--- src/rtl/adxl345_pkg.sv ---
// Shared register map, reset values, FSM state and sample payload for the
// ADXL345 SPI responder.
package adxl345_pkg;

  localparam int unsigned ADDR_W   = 6;
  localparam int unsigned DATA_W   = 8;
  localparam int unsigned SAMPLE_W = 16;

  localparam logic [ADDR_W-1:0] ADDR_DEVID       = 6'h00;
  localparam logic [ADDR_W-1:0] ADDR_BW_RATE     = 6'h2C;
  localparam logic [ADDR_W-1:0] ADDR_POWER_CTL   = 6'h2D;
  localparam logic [ADDR_W-1:0] ADDR_INT_ENABLE  = 6'h2E;
  localparam logic [ADDR_W-1:0] ADDR_INT_MAP     = 6'h2F;
  localparam logic [ADDR_W-1:0] ADDR_INT_SOURCE  = 6'h30;
  localparam logic [ADDR_W-1:0] ADDR_DATA_FORMAT = 6'h31;
  localparam logic [ADDR_W-1:0] ADDR_DATAX0      = 6'h32;
  localparam logic [ADDR_W-1:0] ADDR_DATAX1      = 6'h33;
  localparam logic [ADDR_W-1:0] ADDR_DATAY0      = 6'h34;
  localparam logic [ADDR_W-1:0] ADDR_DATAY1      = 6'h35;
  localparam logic [ADDR_W-1:0] ADDR_DATAZ0      = 6'h36;
  localparam logic [ADDR_W-1:0] ADDR_DATAZ1      = 6'h37;

  localparam logic [DATA_W-1:0] RST_BW_RATE     = 8'h0A;
  localparam logic [DATA_W-1:0] RST_POWER_CTL   = 8'h00;
  localparam logic [DATA_W-1:0] RST_INT_ENABLE  = 8'h00;
  localparam logic [DATA_W-1:0] RST_INT_MAP     = 8'h00;
  localparam logic [DATA_W-1:0] RST_DATA_FORMAT = 8'h00;

  localparam int unsigned INT_DATA_READY_BIT    = 7;
  localparam int unsigned POWER_CTL_MEASURE_BIT = 3;

  typedef enum logic [1:0] {
    ST_IDLE,
    ST_ADDR,
    ST_READ,
    ST_WRITE
  } resp_state_e;

  typedef struct packed {
    logic [SAMPLE_W-1:0] z;
    logic [SAMPLE_W-1:0] y;
    logic [SAMPLE_W-1:0] x;
  } sample_set_t;

  function automatic logic is_data_addr(input logic [ADDR_W-1:0] a);
    return (a >= ADDR_DATAX0) && (a <= ADDR_DATAZ1);
  endfunction

endpackage

--- src/rtl/adxl345_spi_responder_if.sv ---
// 3-wire SPI pad bundle; SDIO is split into pad-in, drive value and enable.
interface adxl345_spi_responder_if;
  logic sclk;
  logic cs_n;
  logic sdio_i;
  logic sdio_o;
  logic sdio_oe;

  modport master (output sclk, output cs_n, output sdio_i, input sdio_o, input sdio_oe);
  modport slave  (input sclk, input cs_n, input sdio_i, output sdio_o, output sdio_oe);
endinterface

--- src/rtl/spi_edge_sync.sv ---
// Multi-flop synchronizer with an edge-detect flop producing rise/fall pulses.
module spi_edge_sync #(
  parameter int unsigned STAGES    = 2,
  parameter logic        RESET_VAL = 1'b1
) (
  input  logic clk,
  input  logic reset,
  input  logic d_i,
  output logic q_o,
  output logic rise_c_o,
  output logic fall_c_o
);

  logic [STAGES-1:0] sync_q;
  logic              prev_q;

  always_ff @(posedge clk or posedge reset) begin
    if (reset) begin
      sync_q <= {STAGES{RESET_VAL}};
      prev_q <= RESET_VAL;
    end else begin
      sync_q <= STAGES'({sync_q, d_i});
      prev_q <= sync_q[STAGES-1];
    end
  end

  assign q_o      = sync_q[STAGES-1];
  assign rise_c_o = sync_q[STAGES-1] & ~prev_q;
  assign fall_c_o = ~sync_q[STAGES-1] & prev_q;

endmodule

--- src/rtl/adxl345_spi_responder.sv ---
// ADXL345 register-interface emulator on 3-wire SPI (mode 3), fed by an
// external sample source; serves DEVID, control registers and coherent data.
module adxl345_spi_responder
  import adxl345_pkg::*;
#(
  parameter logic [7:0]  DEVID       = 8'hE5,
  parameter int unsigned SYNC_STAGES = 2
) (
  input  logic                  clk,
  input  logic                  reset,
  adxl345_spi_responder_if.slave spi,
  input  logic [SAMPLE_W-1:0]   sample_x,
  input  logic [SAMPLE_W-1:0]   sample_y,
  input  logic [SAMPLE_W-1:0]   sample_z,
  input  logic                  sample_valid,
  output logic                  int1,
  output logic                  int2
);

  logic sclk_lvl, sclk_rise, sclk_fall;
  logic cs_lvl, cs_rise, cs_fall;
  logic sdio_lvl, sdio_rise, sdio_fall;

  spi_edge_sync #(.STAGES(SYNC_STAGES), .RESET_VAL(1'b1)) u_sync_sclk (
    .clk(clk), .reset(reset), .d_i(spi.sclk),
    .q_o(sclk_lvl), .rise_c_o(sclk_rise), .fall_c_o(sclk_fall)
  );

  // cs_n resets as "selected" so a frame already in progress at reset
  // release never looks like a fresh falling edge.
  spi_edge_sync #(.STAGES(SYNC_STAGES), .RESET_VAL(1'b0)) u_sync_cs (
    .clk(clk), .reset(reset), .d_i(spi.cs_n),
    .q_o(cs_lvl), .rise_c_o(cs_rise), .fall_c_o(cs_fall)
  );

  spi_edge_sync #(.STAGES(SYNC_STAGES), .RESET_VAL(1'b1)) u_sync_sdio (
    .clk(clk), .reset(reset), .d_i(spi.sdio_i),
    .q_o(sdio_lvl), .rise_c_o(sdio_rise), .fall_c_o(sdio_fall)
  );

  logic unused_sync;
  assign unused_sync = ^{sclk_lvl, cs_lvl, sdio_rise, sdio_fall};

  resp_state_e         state_q, state_d;
  logic [2:0]          bit_cnt_q, bit_cnt_d;
  logic [DATA_W-1:0]   shift_q, shift_d;
  logic [ADDR_W-1:0]   addr_q, addr_d;
  logic                mb_q, mb_d;
  logic                sdio_o_q, sdio_o_d;
  logic                sdio_oe_q, sdio_oe_d;
  logic                frame_rd_q, frame_rd_d;
  logic                data_ready_q, data_ready_d;
  logic [DATA_W-1:0]   bw_rate_q, bw_rate_d;
  logic [DATA_W-1:0]   power_ctl_q, power_ctl_d;
  logic [DATA_W-1:0]   int_enable_q, int_enable_d;
  logic [DATA_W-1:0]   int_map_q, int_map_d;
  logic [DATA_W-1:0]   data_format_q, data_format_d;
  sample_set_t         live_q, live_d;
  sample_set_t         shadow_q, shadow_d;
  logic                int1_q, int1_d;
  logic                int2_q, int2_d;
  logic [DATA_W-1:0]   rd_data_c;
  logic [DATA_W-1:0]   wr_data_c;
  logic                capture_c;

  always_ff @(posedge clk or posedge reset) begin
    if (reset) begin
      state_q       <= ST_IDLE;
      bit_cnt_q     <= '0;
      shift_q       <= '0;
      addr_q        <= '0;
      mb_q          <= 1'b0;
      sdio_o_q      <= 1'b1;
      sdio_oe_q     <= 1'b0;
      frame_rd_q    <= 1'b0;
      data_ready_q  <= 1'b0;
      bw_rate_q     <= RST_BW_RATE;
      power_ctl_q   <= RST_POWER_CTL;
      int_enable_q  <= RST_INT_ENABLE;
      int_map_q     <= RST_INT_MAP;
      data_format_q <= RST_DATA_FORMAT;
      live_q        <= '0;
      shadow_q      <= '0;
      int1_q        <= 1'b0;
      int2_q        <= 1'b0;
    end else begin
      state_q       <= state_d;
      bit_cnt_q     <= bit_cnt_d;
      shift_q       <= shift_d;
      addr_q        <= addr_d;
      mb_q          <= mb_d;
      sdio_o_q      <= sdio_o_d;
      sdio_oe_q     <= sdio_oe_d;
      frame_rd_q    <= frame_rd_d;
      data_ready_q  <= data_ready_d;
      bw_rate_q     <= bw_rate_d;
      power_ctl_q   <= power_ctl_d;
      int_enable_q  <= int_enable_d;
      int_map_q     <= int_map_d;
      data_format_q <= data_format_d;
      live_q        <= live_d;
      shadow_q      <= shadow_d;
      int1_q        <= int1_d;
      int2_q        <= int2_d;
    end
  end

  // Register read mux; data registers always come from the frame shadow.
  always_comb begin
    rd_data_c = '0;
    case (addr_q)
      ADDR_DEVID:       rd_data_c = DEVID;
      ADDR_BW_RATE:     rd_data_c = bw_rate_q;
      ADDR_POWER_CTL:   rd_data_c = power_ctl_q;
      ADDR_INT_ENABLE:  rd_data_c = int_enable_q;
      ADDR_INT_MAP:     rd_data_c = int_map_q;
      ADDR_INT_SOURCE:  rd_data_c[INT_DATA_READY_BIT] = data_ready_q;
      ADDR_DATA_FORMAT: rd_data_c = data_format_q;
      ADDR_DATAX0:      rd_data_c = shadow_q.x[7:0];
      ADDR_DATAX1:      rd_data_c = shadow_q.x[15:8];
      ADDR_DATAY0:      rd_data_c = shadow_q.y[7:0];
      ADDR_DATAY1:      rd_data_c = shadow_q.y[15:8];
      ADDR_DATAZ0:      rd_data_c = shadow_q.z[7:0];
      ADDR_DATAZ1:      rd_data_c = shadow_q.z[15:8];
      default:          rd_data_c = '0;
    endcase
  end

  assign wr_data_c = {shift_q[6:0], sdio_lvl};
  assign capture_c = sample_valid & power_ctl_q[POWER_CTL_MEASURE_BIT];

  always_comb begin
    state_d       = state_q;
    bit_cnt_d     = bit_cnt_q;
    shift_d       = shift_q;
    addr_d        = addr_q;
    mb_d          = mb_q;
    sdio_o_d      = sdio_o_q;
    sdio_oe_d     = sdio_oe_q;
    frame_rd_d    = frame_rd_q;
    data_ready_d  = data_ready_q;
    bw_rate_d     = bw_rate_q;
    power_ctl_d   = power_ctl_q;
    int_enable_d  = int_enable_q;
    int_map_d     = int_map_q;
    data_format_d = data_format_q;
    live_d        = live_q;
    shadow_d      = shadow_q;

    if (cs_rise) begin
      state_d    = ST_IDLE;
      bit_cnt_d  = '0;
      sdio_oe_d  = 1'b0;
      sdio_o_d   = 1'b1;
      frame_rd_d = 1'b0;
      if (frame_rd_q) data_ready_d = 1'b0;
    end else if (cs_fall) begin
      state_d    = ST_ADDR;
      bit_cnt_d  = '0;
      frame_rd_d = 1'b0;
      shadow_d   = live_q;
    end else begin
      case (state_q)
        ST_ADDR: begin
          if (sclk_rise) begin
            shift_d   = wr_data_c;
            bit_cnt_d = bit_cnt_q + 3'd1;
            if (bit_cnt_q == 3'd7) begin
              mb_d    = shift_q[5];
              addr_d  = {shift_q[4:0], sdio_lvl};
              state_d = shift_q[6] ? ST_READ : ST_WRITE;
            end
          end
        end
        ST_READ: begin
          if (sclk_fall) begin
            bit_cnt_d = bit_cnt_q + 3'd1;
            sdio_oe_d = 1'b1;
            if (bit_cnt_q == 3'd0) begin
              sdio_o_d = rd_data_c[7];
              shift_d  = {rd_data_c[6:0], 1'b0};
              if (is_data_addr(addr_q)) frame_rd_d = 1'b1;
            end else begin
              sdio_o_d = shift_q[7];
              shift_d  = {shift_q[6:0], 1'b0};
            end
            if (bit_cnt_q == 3'd7 && mb_q) addr_d = addr_q + 6'd1;
          end
        end
        ST_WRITE: begin
          if (sclk_rise) begin
            shift_d   = wr_data_c;
            bit_cnt_d = bit_cnt_q + 3'd1;
            if (bit_cnt_q == 3'd7) begin
              case (addr_q)
                ADDR_BW_RATE:     bw_rate_d     = wr_data_c;
                ADDR_POWER_CTL:   power_ctl_d   = wr_data_c;
                ADDR_INT_ENABLE:  int_enable_d  = wr_data_c;
                ADDR_INT_MAP:     int_map_d     = wr_data_c;
                ADDR_DATA_FORMAT: data_format_d = wr_data_c;
                default: ;
              endcase
              if (mb_q) addr_d = addr_q + 6'd1;
            end
          end
        end
        default: state_d = ST_IDLE;
      endcase
    end

    // A new sample beats a same-cycle end-of-read clear.
    if (capture_c) begin
      live_d       = '{z: sample_z, y: sample_y, x: sample_x};
      data_ready_d = 1'b1;
    end

    int1_d = data_ready_d & int_enable_d[INT_DATA_READY_BIT] & ~int_map_d[INT_DATA_READY_BIT];
    int2_d = data_ready_d & int_enable_d[INT_DATA_READY_BIT] &  int_map_d[INT_DATA_READY_BIT];
  end

  assign spi.sdio_o  = sdio_o_q;
  assign spi.sdio_oe = sdio_oe_q;
  assign int1        = int1_q;
  assign int2        = int2_q;

endmodule

--- src/flat_wrapper.sv ---
// flat-port wrapper written by rule: the top's interface ports become plain ports
module adxl345_spi_responder_flat import adxl345_pkg::*;
#(
  parameter logic [7:0]  DEVID       = 8'hE5,
  parameter int unsigned SYNC_STAGES = 2
)
  (clk, reset, sample_x, sample_y, sample_z, sample_valid, int1, int2, spi_sclk, spi_cs_n, spi_sdio_i, spi_sdio_o, spi_sdio_oe);
  adxl345_spi_responder_if spi_i ();
  input  logic clk;
  input  logic reset;
  input  logic [SAMPLE_W-1:0] sample_x;
  input  logic [SAMPLE_W-1:0] sample_y;
  input  logic [SAMPLE_W-1:0] sample_z;
  input  logic sample_valid;
  output logic int1;
  output logic int2;
  input wire logic [$bits(spi_i.sclk)-1:0] spi_sclk;
  input wire logic [$bits(spi_i.cs_n)-1:0] spi_cs_n;
  input wire logic [$bits(spi_i.sdio_i)-1:0] spi_sdio_i;
  output wire logic [$bits(spi_i.sdio_o)-1:0] spi_sdio_o;
  output wire logic [$bits(spi_i.sdio_oe)-1:0] spi_sdio_oe;
  assign spi_i.sclk = spi_sclk;
  assign spi_i.cs_n = spi_cs_n;
  assign spi_i.sdio_i = spi_sdio_i;
  assign spi_sdio_o = spi_i.sdio_o;
  assign spi_sdio_oe = spi_i.sdio_oe;
  adxl345_spi_responder #(.DEVID(DEVID), .SYNC_STAGES(SYNC_STAGES)) u_core (.clk(clk), .reset(reset), .spi(spi_i), .sample_x(sample_x), .sample_y(sample_y), .sample_z(sample_z), .sample_valid(sample_valid), .int1(int1), .int2(int2));
endmodule
--- config.mk ---
export PLATFORM = sky130hd
export DESIGN_NAME = adxl345_spi_responder_flat
export DESIGN_NICKNAME = d
export VERILOG_FILES = /design/src/rtl/adxl345_pkg.sv /design/src/rtl/adxl345_spi_responder_if.sv /design/src/rtl/spi_edge_sync.sv /design/src/rtl/adxl345_spi_responder.sv /design/src/flat_wrapper.sv
export SDC_FILE = /design/constraint.sdc
export NUM_CORES = 1
export LEC_CHECK = 0
export CAP_MARGIN = 15
export CORE_MARGIN = 2
export CORE_UTILIZATION = 53
export CTS_CLUSTER_DIAMETER = 30
export DETAILED_ROUTE_END_ITERATION = 16
export PLACE_DENSITY = 0.76
export SETUP_SLACK_MARGIN = 0.1
export SLEW_MARGIN = 40
export SYNTH_ARGS = -nofsm -noshare
export SYNTH_HDL_FRONTEND = slang
export SYNTH_SLANG_ARGS = --single-unit
export TNS_END_PERCENT = 10
--- constraint.sdc ---
create_clock -name clk -period 5.5 [get_ports clk]
set_input_delay 1.1 -clock clk [delete_from_list [all_inputs] [get_ports clk]]
set_output_delay 1.1 -clock clk [all_outputs]
set_load 0.02 [all_outputs]
* Yosys cells after proc, flatten, opt, wreduce, memory -nomap -nowiden
Index checks and enable logic that the tools add are counted.
** Operators by class
- $add $sub $neg :: 2
- $lt $le $gt $ge :: 2
- Equal/unequal tests :: 30
- Muxes and demuxes :: 55
- Bitwise gates (word level) :: 15
- Reduce and logical (&&, ||, !) cells :: 28
** Operators by type and width (number)
- $mux W8 :: 15
- $pmux W7 S12 :: 1
- $eq A6 B6 Y1 const B :: 12
- $mux W6 :: 7
- $reduce_and A6 Y1 :: 5
- $mux W1 :: 19
- $ne A2 B1 Y1 const B :: 9
- $pmux W6 S3 :: 1
- $ne A4 B1 Y1 const B :: 4
- $pmux W8 S2 :: 1
- $reduce_bool A3 Y1 :: 5
- $pmux W1 S13 :: 1
- $mux W3 :: 4
- $reduce_and A10 Y1 :: 1
- $reduce_and A5 Y1 :: 2
- $reduce_and A3 Y1 :: 3
- $and A1 B1 Y1 :: 8
- $mux W2 :: 4
- $not A1 Y1 :: 7
- $add A6 B1 Y6 const B :: 1
- $ge A6 B6 Y1 const B :: 1
- $le A6 B6 Y1 const B :: 1
- $logic_not A6 Y1 :: 1
- $pmux W3 S2 :: 1
- other kinds (13) :: 18
** Storage, ports and cells
- Flip-flop bits (word level) :: 170
- Output and inout port bits :: 4
- Word-level logic and storage cells :: 161

* Depth between registers and ports, before layout
- Depth after elaboration :: 9
- Mapped depth :: 9

* By module
From an unflattened synthesis, not the netlist that was laid out.
** Unflattened totals
- Cells, all modules :: 583
- Area total of the unflattened synthesis :: 7509.7 um2
** Modules (own cells, without submodules)
- adxl345_spi_responder :: instances 1, cells each 565, area each 7220.7 um2
- spi_edge_sync (u_core.u_sync_sclk ...) :: instances 2, cells each 6, area each 97.6 um2
- spi_edge_sync (u_core.u_sync_cs) :: instances 1, cells each 6, area each 93.8 um2

* Least setup slack after synthesis
OpenSTA, ideal clock, no wires.
- Path type :: input to register
- Start point :: in sample_valid
- End point :: reg u_core.live_q[32] (netlist bit)
- Setup time :: 0.125 ns
- Arrival :: 2.251 ns
- Setup slack :: 3.124 ns
- Cell stages on the path :: 4
- Path through :: nand2_1 clkbuf_1 buf_1 mux2_2
** On the way
- Longest elaborated chain between the ends :: 1
** RTL lines
- from (decl) :: line flat_wrapper.sv:14 : input logic sample_valid;
- $and A1 B1 Y1 :: line adxl345_spi_responder.sv:130 : assign capture_c = sample_valid & power_ctl_q[POWER_CTL_MEASURE_BIT];
- to (signal assigned) :: line adxl345_spi_responder.sv:101 : live_q <= live_d;
- to (decl) :: line adxl345_spi_responder.sv:58 : sample_set_t live_q, live_d;
No other way between the ends.
A chain may end at the register's enable or synchronous reset.

* Worst setup path after layout
- Start point :: reg u_core.u_sync_cs.sync_q[1]
- End point :: reg u_core.data_format_q[3]
** On the way
- Longest elaborated chain between the ends :: 4
- Elaborated cells between the ends (all ways) :: 6
- Classes of those cells :: bitwise (5); reduce/logical (1)
** RTL lines
- from (decl) :: line spi_edge_sync.sv:14 : logic [STAGES-1:0] sync_q;
- from (signal assigned) :: line spi_edge_sync.sv:19 : sync_q <= {STAGES{RESET_VAL}};
- from (signal assigned) :: line spi_edge_sync.sv:22 : sync_q <= STAGES'({sync_q, d_i});
- $not A1 Y1 :: line spi_edge_sync.sv:29 : assign fall_c_o = ~sync_q[STAGES-1] & prev_q;
- $and A1 B1 Y1 :: line spi_edge_sync.sv:29
- $not A1 Y1 (no source line)
- $reduce_and A6 Y1 (no source line) (*)
- to (signal assigned) :: line adxl345_spi_responder.sv:100 : data_format_q <= data_format_d;
- to (decl) :: line adxl345_spi_responder.sv:57 : logic [DATA_W-1:0] data_format_q, data_format_d;
Every way passes the cells marked *; elsewhere a longest branch is shown, timed or not.

==> results.md <==
- Pleak: 4.140 nW
- Clock Tree Root: clkbuf_16
- Clock Skew: 0.005034 ns
- DP HPWL: 10460 um
- Mapped Avg Cell Area: 12.83 sq um
- Share of cells above drive strength 1: 30.42%
- Crit share post-route: 51.70%
- Power per cell area: 309.3 nW/um^2
- Ports: 58
- Post-synth net total: 650
- CP Class: reg -> reg
- Via density: 6.061
- Clock tree buffer depth: 2
- Antenna Nets Post-Route: 0
- Final slew viol count: 0
- Pre-CTS setup slack: 2.658 ns
- Worst hold path type: reg -> reg
- Psw: 682.4 uW
- CP max-delay cell: and4_1
- Synth Register Bits: 170
- Worst-Margin Slew: 0.7178 ns
- Peak VDD IR: 203.8 uV
- Tmin final: 2.843 ns
- Distinct cells, synth: 62
- Setup bufs post-CTS: 0
- Clock transition at the registers of the reported paths: 0.06 ns
- Htree depth: 4
- Status: finished, final reports clean
- GRT overflow: 0
- Max_slew headroom: 52.14%
- I/O Buffers: 57
- Synth Cell Area: 7533 sq um
- RSZ-0062 raised after global routing: no
- CTS tree: yes
- Switching Fraction: 25.11%
- Fmax: 0.3517 GHz
- Part of the power in the clock network: 40.5%
- Critical Path RT: 5.80 ns
- Comb power frac: 8.5%
- Area grow syn2layout: 16.61%
- Delay-heaviest family, CP: simple AND/OR/NAND/NOR gates
- Sequential area share after synthesis: 56.60%
- Via Count: 4976
- Setup slack after layout: 2.657 ns
- Synth Instances: 587
- Power after layout: 2.717 mW
- Post-synth EDFFs: 0
- # Max-Cap Violations: 0
- Worst-Skew Late Latency: 0.42 ns
- Final WL: 16050 um
- Final hold violations: 0
- Die height: 123.2 um
- Sink Count: 170
- Cells along the critical path: inv_1, ha_2, buf_4, nor2_2, and4_1, and3_1, mux2_2
- Startpoint class of the critical path: flop
- Hold Slack: 0.3514 ns
- Fill cells: 1072
- Die Width: 123.2 um
- CTS resizes: 0
- Crit path buffers/inverters: 2
- Fin nets: 691
- Critical Path Max Stage Delay: 0.55 ns
- Fin util: 63.29%
- Critical Path End Type: flop
- DIE AREA: 15180 sq um
- Ys async rst share: 100.0%
- Detailed Route Iter0 Violations: 405
- CTS buffer count: 17
- Sequential share of power: 51.0%
- GRT Resource Usage Total: 22.99%
- Number of global-route vias before repair: 5100
- Final setup TNS: 0 ns
- P_int: 2.035 mW
- CP Max Fanout: 52
- DRT Pass-1 Iters: 8
- First-pass GRT wire length: 26390 um
- Yosys warning count: 0
- # DRC: 0
- Core ar.: 13880 sq um
- Initial antenna violation count: 0
- Setup Viol. Count Final: 0
- Most used DFF post-synth: dfrtp_1
- N_diodes: 0
- RePlAce Congestion: 0.8423
- Starting Density: 54.27%
- Worst EP arrival: 3.15 ns
- Hold_buf cts: 0
- Drt wl/cell: 19.55 um
- FP Rows: 43
- Largest net degree at the start of global routing: 132
## cell type report
| cell class | count | area (sq um) | area share, % |
|---|---|---|---|
| inverter | 15 | 60.06 | 0.6837 |
| clock inverter | 12 | 100.1 | 1.139 |
| timing repair buffer | 63 | 648.1 | 7.378 |
| multi-input combinational | 361 | 3040 | 34.61 |
| tap | 180 | 225.2 | 2.564 |
| sequential | 170 | 4264 | 48.54 |
| clock buffer | 20 | 446.7 | 5.085 |
## state kept, by name, summed over array words and instances (netlist names)
register,cells
u_core.addr_q,6
u_core.bit_cnt_q,3
u_core.bw_rate_q,8
u_core.data_format_q,8
u_core.data_ready_q,1
u_core.frame_rd_q,1
u_core.int1,1
u_core.int2,1
u_core.int_enable_q,8
u_core.int_map_q,8
u_core.live_q,48
u_core.mb_q,1
u_core.power_ctl_q,8
u_core.shadow_q,48
u_core.shift_q,8
u_core.spi.sdio_o,1
u_core.spi.sdio_oe,1
u_core.state_q,2
u_core.u_sync_cs.prev_q,1
u_core.u_sync_cs.sync_q,2
u_core.u_sync_sclk.prev_q,1
u_core.u_sync_sclk.sync_q,2
u_core.u_sync_sdio.sync_q,2
## cells in the final DEF, fill, tap and decap left out, types with 4 or more instances in the layout
cell type,count
dfstp_2,8
a22o_1,6
a21oi_1,22
nand3_1,11
mux2_2,136
a31oi_1,8
nor3_1,6
and3_1,7
clkinv_2,6
inv_1,14
nor2_1,35
clkdlybuf4s50_1,57
clkinvlp_4,4
buf_4,4
ha_1,8
a222oi_1,17
clkbuf_16,17
o22a_1,4
o22ai_1,7
a22oi_1,4
nand2b_1,5
o21ai_0,16
dfrtp_1,162
nand2_1,14
## power by group through the flow
| stage | Clock, mW | Sequential [mW] | Combinational, mW |
|---|---|---|---|
| after floorplan | 0 | 1.34 | 0.177 |
| after global placement | 0 | 1.40 | 0.219 |
| after detailed placement | 0 | 1.40 | 0.231 |
| after CTS | 1.12 | 1.38 | 0.233 |
| after global routing | 1.18 | 1.39 | 0.262 |
| final | 1.10 | 1.38 | 0.231 |
## path summary, 6_finish.rpt
path | start | to | slack (ns) | cells past startpoint
min | u_core.u_sync_cs.sync_q[0] | u_core.u_sync_cs.sync_q[1] | 0.35 | 0
min in group asynchronous | reset | u_core.state_q[1] | 1.06 | 2
min reg2reg | u_core.u_sync_cs.sync_q[0] | u_core.u_sync_cs.sync_q[1] | 0.35 | 0
max reg2reg | u_core.u_sync_cs.sync_q[1] | u_core.data_format_q[3] | 2.66 | 7
max | u_core.u_sync_cs.sync_q[1] | u_core.data_format_q[3] | 2.66 | 7
max in group asynchronous | reset | u_core.shadow_q[47] | 3.44 | 3
## cells in the mapped netlist (6+ instances only)
master	n	area share [%]
nand2_1	15	0.75
nor3_1	6	0.40
a22o_1	6	0.70
buf_2	13	0.86
a31oi_1	8	0.66
dfrtp_1	162	54
inv_1	15	0.75
a222oi_1	17	2.3
dfstp_2	8	2.8
clkbuf_1	22	1.1
ha_1	9	1.5
nand3_1	11	0.73
a21oi_1	22	1.5
mux2_2	136	20
and3_1	7	0.58
o22ai_1	7	0.58
nor2_1	35	1.7
o21ai_0	16	1.1
## cell families (layout without fill, tap and decap cells)
logic type      Yosys count  after routing  share of synthesized area [%]
fa+ha+maj                 9              9                          1.495
flops                   170            170                          56.60
compound gates          107            107                          10.21
buf+inv                  56            110                          3.255
simple gates            106            106                          7.657
xor+xnor                  1              1                         0.1163
mux                     138            138                          20.66
## metrics by stage
stage | std cells | area [sq um]
after floorplan | 587 | 7537
after global placement | 788 | 8199
after detailed placement | 789 | 8238
after CTS | 821 | 8785
after global routing | 821 | 8785
final | 821 | 8785
## layer usage
metal / part of all wire, % / vias to the layer above / track usage, %
met1: 43 / 2540 / 30.66
li1: - / 2248 / -
met2: 50 / 160 / 36.81
met5: 0 / - / 0
met3: 5.1 / 28 / 5.258
met4: 2.2 / 0 / 8.807
No activity file was read; power rests on OpenSTA's default activity.
